## config.mk

```make
export PLATFORM = sky130hd
export DESIGN_NAME = serial_adder_ctrl
export DESIGN_NICKNAME = d
export VERILOG_FILES = /design/src/rtl/serial_adder_ctrl.sv
export SDC_FILE = /design/constraint.sdc
export NUM_CORES = 1
export LEC_CHECK = 0
export ABC_AREA = 1
export CORE_UTILIZATION = 30
export CTS_CLUSTER_SIZE = 14
export DETAILED_ROUTE_END_ITERATION = 7
export GPL_ROUTABILITY_DRIVEN = 0
export GPL_TIMING_DRIVEN = 1
export PLACE_DENSITY = 0.56
export SYNTH_ARGS = -nofsm -noshare
export SYNTH_HDL_FRONTEND = slang
export SYNTH_SLANG_ARGS = --single-unit
export TNS_END_PERCENT = 1
```

## constraint.sdc

```tcl
create_clock -name clk -period 1.4 [get_ports clk]
set_input_delay 0.14 -clock clk [delete_from_list [all_inputs] [get_ports clk]]
set_output_delay 0.14 -clock clk [all_outputs]
set_load 0.01 [all_outputs]
```

## src/rtl/serial_adder_ctrl.sv

```systemverilog
// serial_adder_ctrl: bit-serial WIDTH-bit adder built around one fullAdder cell.
// Operands are captured on an accepted start and consumed LSB first, one bit
// per clock, with the carry held in a flop between bits. {Cout,S} = A+B+Cin.
//
// Optional feature macro: SERIAL_ADD_OVF_EN adds the registered Ovf output
// (two's-complement signed overflow of the completed addition).
//
// Ports:
//   clk    rising-edge clock
//   rst    synchronous, active-high reset
//   start  request, sampled only while idle
//   A, B   WIDTH-bit operands, captured on accepted start
//   Cin    carry-in, captured on accepted start
//   busy   high while bits are being processed
//   done   one-cycle pulse, S/Cout (and Ovf) valid
//   S      registered WIDTH-bit sum, held until next completion or reset
//   Cout   registered final carry-out
//   Ovf    registered signed overflow (SERIAL_ADD_OVF_EN only)
//
// Timing: start sampled at edge N -> busy after edges N+1..N+WIDTH -> done after
// edge N+WIDTH+1. busy/done are registered decodes of the state, so they trail
// the state by one cycle; S/Cout load on the RUN->DONE transition.

module serial_adder_ctrl #(
  parameter int unsigned WIDTH = 8
) (
  input  logic             clk,
  input  logic             rst,
  input  logic             start,
  input  logic [WIDTH-1:0] A,
  input  logic [WIDTH-1:0] B,
  input  logic             Cin,
  output logic             busy,
  output logic             done,
  output logic [WIDTH-1:0] S,
`ifdef SERIAL_ADD_OVF_EN
  output logic             Cout,
  output logic             Ovf
`else
  output logic             Cout
`endif
);

  localparam int unsigned CNT_W = (WIDTH > 1) ? $clog2(WIDTH) : 1;
  localparam int unsigned SUM_W = WIDTH - 1;

  typedef enum logic [1:0] {
    IDLE = 2'd0,
    RUN  = 2'd1,
    DONE = 2'd2
  } state_t;

  state_t             state;
  state_t             state_n;

  logic [WIDTH-1:0]   a_sh;
  logic [WIDTH-1:0]   b_sh;
  // Only WIDTH-1 partial bits need storing; the final bit comes straight from the cell.
  logic [SUM_W-1:0]   sum_sh;
  logic               carry;
  logic [CNT_W-1:0]   cnt;

  logic               fa_s;
  logic               fa_cout;
  logic [WIDTH-1:0]   sum_full_c;
  logic               last_bit_c;

  logic               busy_n;
  logic               done_n;
  logic               load_c;
  logic               step_c;
  logic               finish_c;

  // Single shared full-adder cell.
  fullAdder u_fa (
    .A    (a_sh[0]),
    .B    (b_sh[0]),
    .Cin  (carry),
    .S    (fa_s),
    .Cout (fa_cout)
  );

  // Sum including the bit being produced this cycle.
  assign sum_full_c = {fa_s, sum_sh};
  assign last_bit_c = (cnt == CNT_W'(WIDTH - 1));

  // State register.
  always_ff @(posedge clk) begin
    if (rst) begin
      state <= IDLE;
    end else begin
      state <= state_n;
    end
  end

  // Next-state and control decode.
  always_comb begin
    state_n  = state;
    busy_n   = 1'b0;
    done_n   = 1'b0;
    load_c   = 1'b0;
    step_c   = 1'b0;
    finish_c = 1'b0;
    case (state)
      IDLE: begin
        if (start) begin
          load_c  = 1'b1;
          state_n = RUN;
        end
      end
      RUN: begin
        busy_n = 1'b1;
        step_c = 1'b1;
        if (last_bit_c) begin
          finish_c = 1'b1;
          state_n  = DONE;
        end
      end
      DONE: begin
        done_n  = 1'b1;
        state_n = IDLE;
      end
      default: begin
        state_n = IDLE;
      end
    endcase
  end

  // Datapath: operand shifters, carry flop, counter, result and status registers.
  always_ff @(posedge clk) begin
    if (rst) begin
      a_sh   <= '0;
      b_sh   <= '0;
      sum_sh <= '0;
      carry  <= 1'b0;
      cnt    <= '0;
      busy   <= 1'b0;
      done   <= 1'b0;
      S      <= '0;
      Cout   <= 1'b0;
`ifdef SERIAL_ADD_OVF_EN
      Ovf    <= 1'b0;
`endif
    end else begin
      busy <= busy_n;
      done <= done_n;
      if (load_c) begin
        a_sh  <= A;
        b_sh  <= B;
        carry <= Cin;
        cnt   <= '0;
      end
      if (step_c) begin
        a_sh   <= a_sh >> 1;
        b_sh   <= b_sh >> 1;
        sum_sh <= sum_full_c[WIDTH-1:1];
        carry  <= fa_cout;
        cnt    <= cnt + CNT_W'(1);
      end
      if (finish_c) begin
        S    <= sum_full_c;
        Cout <= fa_cout;
`ifdef SERIAL_ADD_OVF_EN
        // carry still holds the carry into the MSB during the final bit.
        Ovf  <= carry ^ fa_cout;
`endif
      end
    end
  end

endmodule

// fullAdder: single-bit full adder cell.
// Ports: A, B, Cin inputs; S sum, Cout carry-out.
module fullAdder (
  input  logic A,
  input  logic B,
  input  logic Cin,
  output logic S,
  output logic Cout
);

  assign S    = A ^ B ^ Cin;
  assign Cout = (A & B) | (Cin & (A ^ B));

endmodule

```

Word level (Yosys, flattened, before mapping). Index checks and enable logic that the tools add are counted.

Flip-flop bits (word level): 40. Bits of input ports: 20. Output and inout port bits: 11.

$add $sub $neg: 1. Equality and inequality tests: 5. Muxes and demuxes: 17. Bitwise gates (word level): 5. Reductions and logical operators: 4.

Operators with widths (number): $mux 7 (4); $mux 1 (8); $mux 3 (2); $mux 2 (2); $ne 2x2->1 const B (2); $pmux 2 s2 (1); $add 3x1->3 const B (1); $eq 3x3->1 const B (1); $and 1x1->1 (2); $eq 2x1->1 const B (1); $eq 2x2->1 const B (1); $logic_not 2->1 (1); $reduce_and 2->1 (1); $reduce_bool 2->1 (1); $reduce_or 2->1 (1); $xor 1x1->1 (2); $or 1x1->1 (1).

Logic depth before layout (Yosys ltp). Gate-level depths: netlist of run 1.

Depth after elaboration: 4. Depth in mapped cells: 7. Mapped depth without buffers: 6.

Cells and area by module. Synthesis of run 1 repeated with hierarchy kept, for this count alone.

Cell total of the unflattened synthesis: 272. Area total of the unflattened synthesis: 1868.0 sq um.

Modules (own cells, without submodules): serial_adder_ctrl (times used 1, cells each 271, area an instance 1848.0 sq um); fullAdder (times used 1, cells each 1, area an instance 20.0 sq um).

Worst setup path before layout of run 1. Ideal clock, no wire load.

Path type: register to register. Start: reg cnt[0]. End: reg S[6]. Setup time: 0.113 ns. Data arrival time: 1.154 ns. Data required time: 1.287 ns. Slack: 0.133 ns. Stages on the path, launching flop included: 8. Clock period less this slack: 1.267 ns. Cell sequence: dfxtp_1 ha_1 ha_1 nand2_2 buf_2 nand2_1 nand2_1 nor2_1.

Cells in the longest elaborated chain, start to end: 3.

RTL lines: from (decl) (RTL line 61) `logic [CNT_W-1:0] cnt;`; from (signal assigned) (RTL line 158) `cnt <= cnt + CNT_W'(1);`; $eq 3x3->1 (RTL line 85) `assign last_bit_c = (cnt == CNT_W'(WIDTH - 1));`; $mux 1 (RTL line 114) `if (last_bit_c) begin`; $mux 1 (RTL line 104) `case (state)`; to (signal assigned) (RTL line 161) `S <= sum_full_c;`; to (decl) (RTL line 35) `output logic [WIDTH-1:0] S,`.

Every way passes these cells. A chain may end at the register's enable or synchronous reset.

Worst setup path after layout of run 1.
Start: reg Cout. End: out Cout.

RTL lines: from (decl) (RTL line 40) `output logic Cout`; from (signal assigned) (RTL line 162) `Cout <= fa_cout;`.

No word-level cell between the ends.

==> results of run 1 <==
-- path summary, 6_finish.rpt --
check | start | slack (ns) | depth (start not counted) | to
max | Cout$_SDFFE_PP0P_ | 0.09 | 1 | Cout
min reg2reg | sum_sh[0]$_SDFFE_PP0P_ | 0.45 | 2 | sum_sh[0]$_SDFFE_PP0P_
max reg2reg | cnt[0]$_SDFFE_PP0P_ | 0.18 | 6 | S[2]$_SDFFE_PP0P_
min | A[7] | 0.44 | 3 | a_sh[7]$_SDFFE_PP0P_
-- stage by stage --
step                      worst slack [ns]  instances
final                               0.0866        381
after global routing                0.0239        381
after CTS                           0.0705        381
after detailed placement            0.0990        373
after global placement              0.0992        373
after floorplan                      0.133        274
-- area by class of cell --
type / count / area, um^2
multi-input cells: 192 / 831
fillers: 619 / 3350
flip-flops and latches: 40 / 801
inverters: 31 / 116
clock buffers: 8 / 90.1
repair buffers: 38 / 398
well taps: 72 / 90.1
-- cells by family (layout without fill, tap and decap cells) --
logic type      count (synthesis)  in the layout  synth area share [%]
compound gates                  5              5                  2.00
buf+inv                        42             77                  10.3
simple gates                  184            184                  41.0
fa+ha+maj                       3              3                  2.48
flops                          40             40                  44.1
-- layout by cell type, fill, tap and decap left out --
cell | synthesis | layout
nor2_1 | 51 | 51
clkdlybuf4s50_1 | 0 | 30
buf_4 | 4 | 5
clkbuf_8 | 0 | 6
nor2_2 | 1 | 1
ha_1 | 2 | 2
fa_1 | 1 | 1
inv_1 | 28 | 28
nor2_4 | 2 | 2
nor3_1 | 1 | 1
o21ai_0 | 1 | 1
clkbuf_1 | 0 | 2
o21ai_4 | 1 | 1
a21oi_1 | 3 | 3
nand2_4 | 1 | 2
inv_2 | 3 | 3
nand2_1 | 107 | 107
nand3_1 | 20 | 20
buf_12 | 0 | 3
dfxtp_1 | 40 | 40
-- flip-flops by register name, summed over array words and instances (netlist names) --
signal  flops
S           8
a_sh        8
b_sh        8
sum_sh      7
cnt         3
state       2
Cout        1
busy        1
carry       1
done        1
-- layer usage --
layer / up-vias / routed length (um) / GRT usage [%]
met3: 6 / 148 / 3.54
met1: 681 / 1970 / 17.4
met2: 33 / 1490 / 19.3
met5: - / 0 / 0
met4: 0 / 63 / 5.54
li1: 879 / - / -
-- report_power, final --
| group | internal [W] | switching (W) | total (W) |
|---|---|---|---|
| Combinational | 0.000162 | 0.000182 | 0.000344 |
| Sequential | 0.00119 | 0.0000321 | 0.00123 |
| Clock | 0.000402 | 0.000385 | 0.000787 |
-- cell usage after synthesis (all sizes together) --
cell type  count
nand2        109
nor2          54
dfxtp         40
inv           31
nand3         20
buf           11
a21oi          3
ha             2
o21ai          2
fa             1
nor3           1
==> impl_metrics.csv, run 1 <==
group,metric,value,unit
cts,tritoncts,"done",
timing,fin_setup_tns,0,ns
grt,grt_util_all_layers,12.9,%
floorplan,floorplan.initialDensity,32.0,%
timing,worst_slew_pin_slew,0.231,ns
cts,cts.htree.levels,2,
final_layout,post-route-cell-area,2330,um^2
worst_setup_path,start_kind,"register",
route,drt_pass1_iterations,4,
final_layout,area_growth_syn_to_layout,28.2,%
synth,post-synth-top-area-fraction,44.1,%
worst_setup_path,slowest_cp_cell,"clkdlybuf4s50_1",
worst_setup_path,crit_family,"buffers and inverters",
route,totalWireLength,3.68,mm
timing,worst_slew_margin_rel,84.6,%
synth,synth_seq_area_share,44.1,%
cts,cts.repair_timing.setup_buffer_count,0,
synth,total_nets_after_synthesis,297,
synth,netlist_top_cells_area,"dfxtp_1 (44%), nand2_1 (22%), nor2_1 (11%), inv_1 (5.8%), nand3_1 (5.5%)",
cts,clock_tree.buffer_depth,2,
cts,numCtsBuffers,5,
final_layout,final_cell_utilization_of_the_core,41.0,%
synth,post_synth_instance_area,1810,um^2
place,io_buffer_count,30,
worst_setup_path,crit_path_end_kind,"output port",
route,dr.first_iter.drc_count,54,
grt,grt_start_max_net_pins,34,
route,postRouteAntennaNets,0,
cts,clk_pin_slew,0.07,ns
grt,global_route_wire_length_before_repair,6.35,mm
route,routed-via-count,1599,
floorplan,die_width,79.8,um
timing,hold_viol,0,
cts,tritoncts_num_sinks,40,
timing,finalSetupViolations,0,
timing,drv_slew,0,
synth,syn_area_per_cell,6.62,um^2
cts,cts-root-buf,"clkbuf_8",
worst_setup_path,path_cells,"clkdlybuf4s50_1",
floorplan,num_io_pins,31,
place,place_hpwl,2.55,mm
power,power.leakage,1.15,nW
cts,ctsHoldBuffers,0,
final_layout,antenna_cells,0,
floorplan,die_height,79.8,um
route,drc_violations,0,
synth,post_synthesis_cell_type_count,19,
timing,rsz0062_at_grt,"no",
synth,yosys.area.top_type,"dfxtp_1",
worst_setup_path,req_time_crit_path,1.26,ns
power,total_power,0.00236,W
timing,final.hold.worst_slack,0.436,ns
worst_setup_path,cp_max_fo,2,
status,run_status,"finished clean",
grt,antenna_found_initial,0,
grt,grt_pass1_vias,1457,
grt,grt_overflow,0,
worst_setup_path,worst-setup-path-type,"reg -> out",
floorplan,floorplan.die_area,6360,um^2
timing,timing.fmax,761,MHz
power,power-per-cell-area,1010,nW/um^2
worst_setup_path,combined_buffer_and_inverter_count_along_the_critical_path,1,
job,cap_viol_max_count,0,
min_path,hp-class,"in -> reg",
place,detailed_place.area,2230,um^2
timing,timing.final.crit_share,93.8,%
route,detail_route.wl_per_cell,9.65,um
worst_setup_path,worst_ep_arrival_time,1.17,ns
timing,fin_skew,0.00424,ns
floorplan,row_count,27,
worst_setup_path,max_stage_delay,0.54,ns
cts,cts.repair.resized,0,
cts,worst_skew_pair.late_latency,0.29,ns
synth,synth.ff_latch_count,40,
power,ir_worst_vdd,0.000565,V
floorplan,core_area,5680,um^2
synth,synthesis.instances,274,
final_layout,drive_gt1_share,7.44,%
final_layout,num-nets-final,331,
synth,yosysWarnings,0,
timing,timing.final.crit_period,1.31,ns
route,post_drt_via_cell_ratio,4.20,
(Power assumes the default switching activity.)
==> inputs of run 2 (changes only) <==
Settings changed: CORE_UTILIZATION 30 to 45, HOLD_SLACK_MARGIN set to 0.06, PLACE_DENSITY 0.56 to 0.76.
==> run 2 against run 1 <==
Combinational power down 2%. Wire length is 2.7% lower. Global-route usage increased by 5.5 points. Largest cell class unchanged. Highest routed layer unchanged.
==> impl_metrics.csv, run 2 (synthesis gave the netlist of run 1 again) <==
group,metric,value,unit
timing,drv_slew,0,
grt,grt_overflow,0,
worst_setup_path,cp_max_fo,2,
grt,antenna_found_initial,0,
min_path,worst_hold_path.num_cells,3,
cts,numCtsBuffers,5,
cts,clk_pin_slew,0.08,ns
route,post_drt_via_cell_ratio,4.46,
worst_setup_path,combined_buffer_and_inverter_count_along_the_critical_path,1,
worst_setup_path,r2r.worst_path.cells,6,
final_layout,antenna_cells,0,
worst_setup_path,path_cells,"clkdlybuf4s50_1",
worst_setup_path,req_time_crit_path,1.26,ns
route,dr.first_iter.drc_count,93,
worst_setup_path,slowest_cp_cell,"clkdlybuf4s50_1",
cts,worst_skew_pair.late_latency,0.29,ns
final_layout,largest_registers,"S x8, a_sh x8, b_sh x8",
floorplan,die_width,65.5,um
worst_setup_path,worst-setup-path-type,"reg -> out",
route,routed-via-count,1578,
cts,tritoncts_num_sinks,40,
cts,cts-root-buf,"clkbuf_8",
floorplan,floorplan.die_area,4290,um^2
worst_setup_path,max_stage_delay,0.53,ns
timing,finalSetupViolations,0,
grt,grt_util_all_layers,18.4,%
place,place.detailed.instances,346,
route,postRouteAntennaNets,0,
floorplan,floorplan.initialDensity,48.1,%
grt,grt_start_max_net_pins,34,
route,drc_violations,0,
route,detail_route.wl_per_cell,10.1,um
place,io_buffer_count,30,
timing,timing.final.crit_share,92.8,%
power,power-per-cell-area,1020,nW/um^2
job,cap_viol_max_count,0,
final_layout,mostFrequentLayoutCells,"nand2_1 (107), nor2_1 (51), dfxtp_1 (40), clkdlybuf4s50_1 (30), inv_1 (28)",
final_layout,final_cell_utilization_of_the_core,59.6,%
worst_setup_path,count_of_cell_instances_traversed_by_the_critical_path,1,
timing,worst_slew_margin_rel,70.6,%
floorplan,die_height,65.5,um
final_layout,finalNonFillerCells,354,
final_layout,drive_gt1_share,7.19,%
timing,timing.fmax,770,MHz
worst_setup_path,crit_family,"buffers and inverters",
timing,hold_viol,0,
cts,cts.htree.levels,2,
floorplan,row_count,22,
cts,clock_tree.buffer_depth,2,
cts,ctsHoldBuffers,0,
status,run_status,"finished clean",
power,power.switching,0.000613,W
final_layout,register_area,801,um^2
worst_setup_path,worst_ep_arrival_time,1.16,ns
min_path,hp-class,"in -> reg",
power,netSwitchingFraction,26.6,%
power,pwr-share-seq,53.2,%
worst_setup_path,crit_path_end_kind,"output port",
route,drt_pass1_iterations,4,
grt,grt_pass1_vias,1441,
power,clock_power_share,32.2,%
timing,rsz0062_at_grt,"no",
timing,fin_skew,0.00902,ns
floorplan,core_area,3770,um^2
timing,fin_setup_tns,0,ns
final_layout,fillerInstances,352,
cts,tritoncts,"done",
grt,global_route_wire_length_before_repair,6.01,mm
final_layout,area_growth_syn_to_layout,23.8,%
place,place_hpwl,2.37,mm
route,totalWireLength,3.58,mm
power,ir_worst_vdd,0.000781,V
timing,worst_slew_pin_slew,0.440,ns
floorplan,num_io_pins,31,
final_layout,layout_commonest_cell,"nand2_1",
final_layout,multiInputGateArea,831,um^2
worst_setup_path,start_kind,"register",
timing,timing.final.crit_period,1.30,ns
power,comb_power_share,14.6,%
power,internal_power,0.00169,W
final_layout,num-nets-final,328,
power,power.leakage,1.13,nW
-- run 2: cell types whose count changed in the layout (fill, tap and decap cells not counted), sizes merged --
cell,previous run,this run
clkbuf,8,5
clkinv,0,3
buf,8,5
-- run 2: what timing repair did --
item                       CTS  global route
buffers inserted             0             0
setup endpoints to repair    0             9
gates resized for setup      0             1
-- run 2: path summary, 6_finish.rpt --
| kind | startpoint | to | slack, ns |
|---|---|---|---|
| worst max-delay path | S[2]$_SDFFE_PP0P_ | S[2] | 0.10 |
| worst min register to register | sum_sh[0]$_SDFFE_PP0P_ | sum_sh[0]$_SDFFE_PP0P_ | 0.45 |
| worst max register to register | cnt[0]$_SDFFE_PP0P_ | S[6]$_SDFFE_PP0P_ | 0.14 |
| worst min-delay path | B[7] | b_sh[7]$_SDFFE_PP0P_ | 0.44 |
-- run 2: metrics by stage --
stage,worst slack [ns],instance area (um^2),hold slack (ns),total power (W)
6_report,0.101,2250,0.441,0.00230
5_1_grt,0.0494,2250,0.456,0.00243
4_1_cts,0.0559,2240,0.441,0.00232
3_5_place_dp,0.0660,2150,0.441,0.00159
3_3_place_gp,0.0870,2150,0.432,0.00158
2_1_floorplan,0.133,1810,0.299,0.00147
-- run 2: routing by layer --
layer  share of wire (%)  GRT usage [%]  vias up
li1                    -              -      872
met1                  48           21.7      679
met2                  47           31.8       23
met3                 3.6           4.86        4
met4                0.95           6.79        0
met5                   0              0        -
-- run 2: worst reg2reg max path: cells and delay by family, from the launching register on --
family / cells / cell delay, ns
adders and majority gates: 2 / 0.45
and+or+nand+nor: 4 / 0.37
DFF: 1 / 0.33
-- run 2: layout make-up --
cell class	instances	area share (%)
Multi-Input combinational cell	192	37.0
Sequential cell	40	35.7
Tap cell	48	2.67
Clock buffer	5	3.06
Clock inverter	3	0.836
Inverter	31	5.18
Timing Repair Buffer	35	15.6
-- run 2: power by group through the flow --
stage          sequential [W]  combinational, W  clock, W
6_report              0.00122          0.000336  0.000740
5_1_grt               0.00123          0.000386  0.000812
3_5_place_dp          0.00125          0.000334         0
4_1_cts               0.00122          0.000338  0.000755
2_1_floorplan         0.00124          0.000228         0
3_3_place_gp          0.00125          0.000327         0
==> inputs of run 3 (changes only) <==
Settings changed: SKIP_LAST_GASP set to 1.
==> results of run 3 <==
Same layout as run 2: the final DEF is identical, and so are final timing and power.
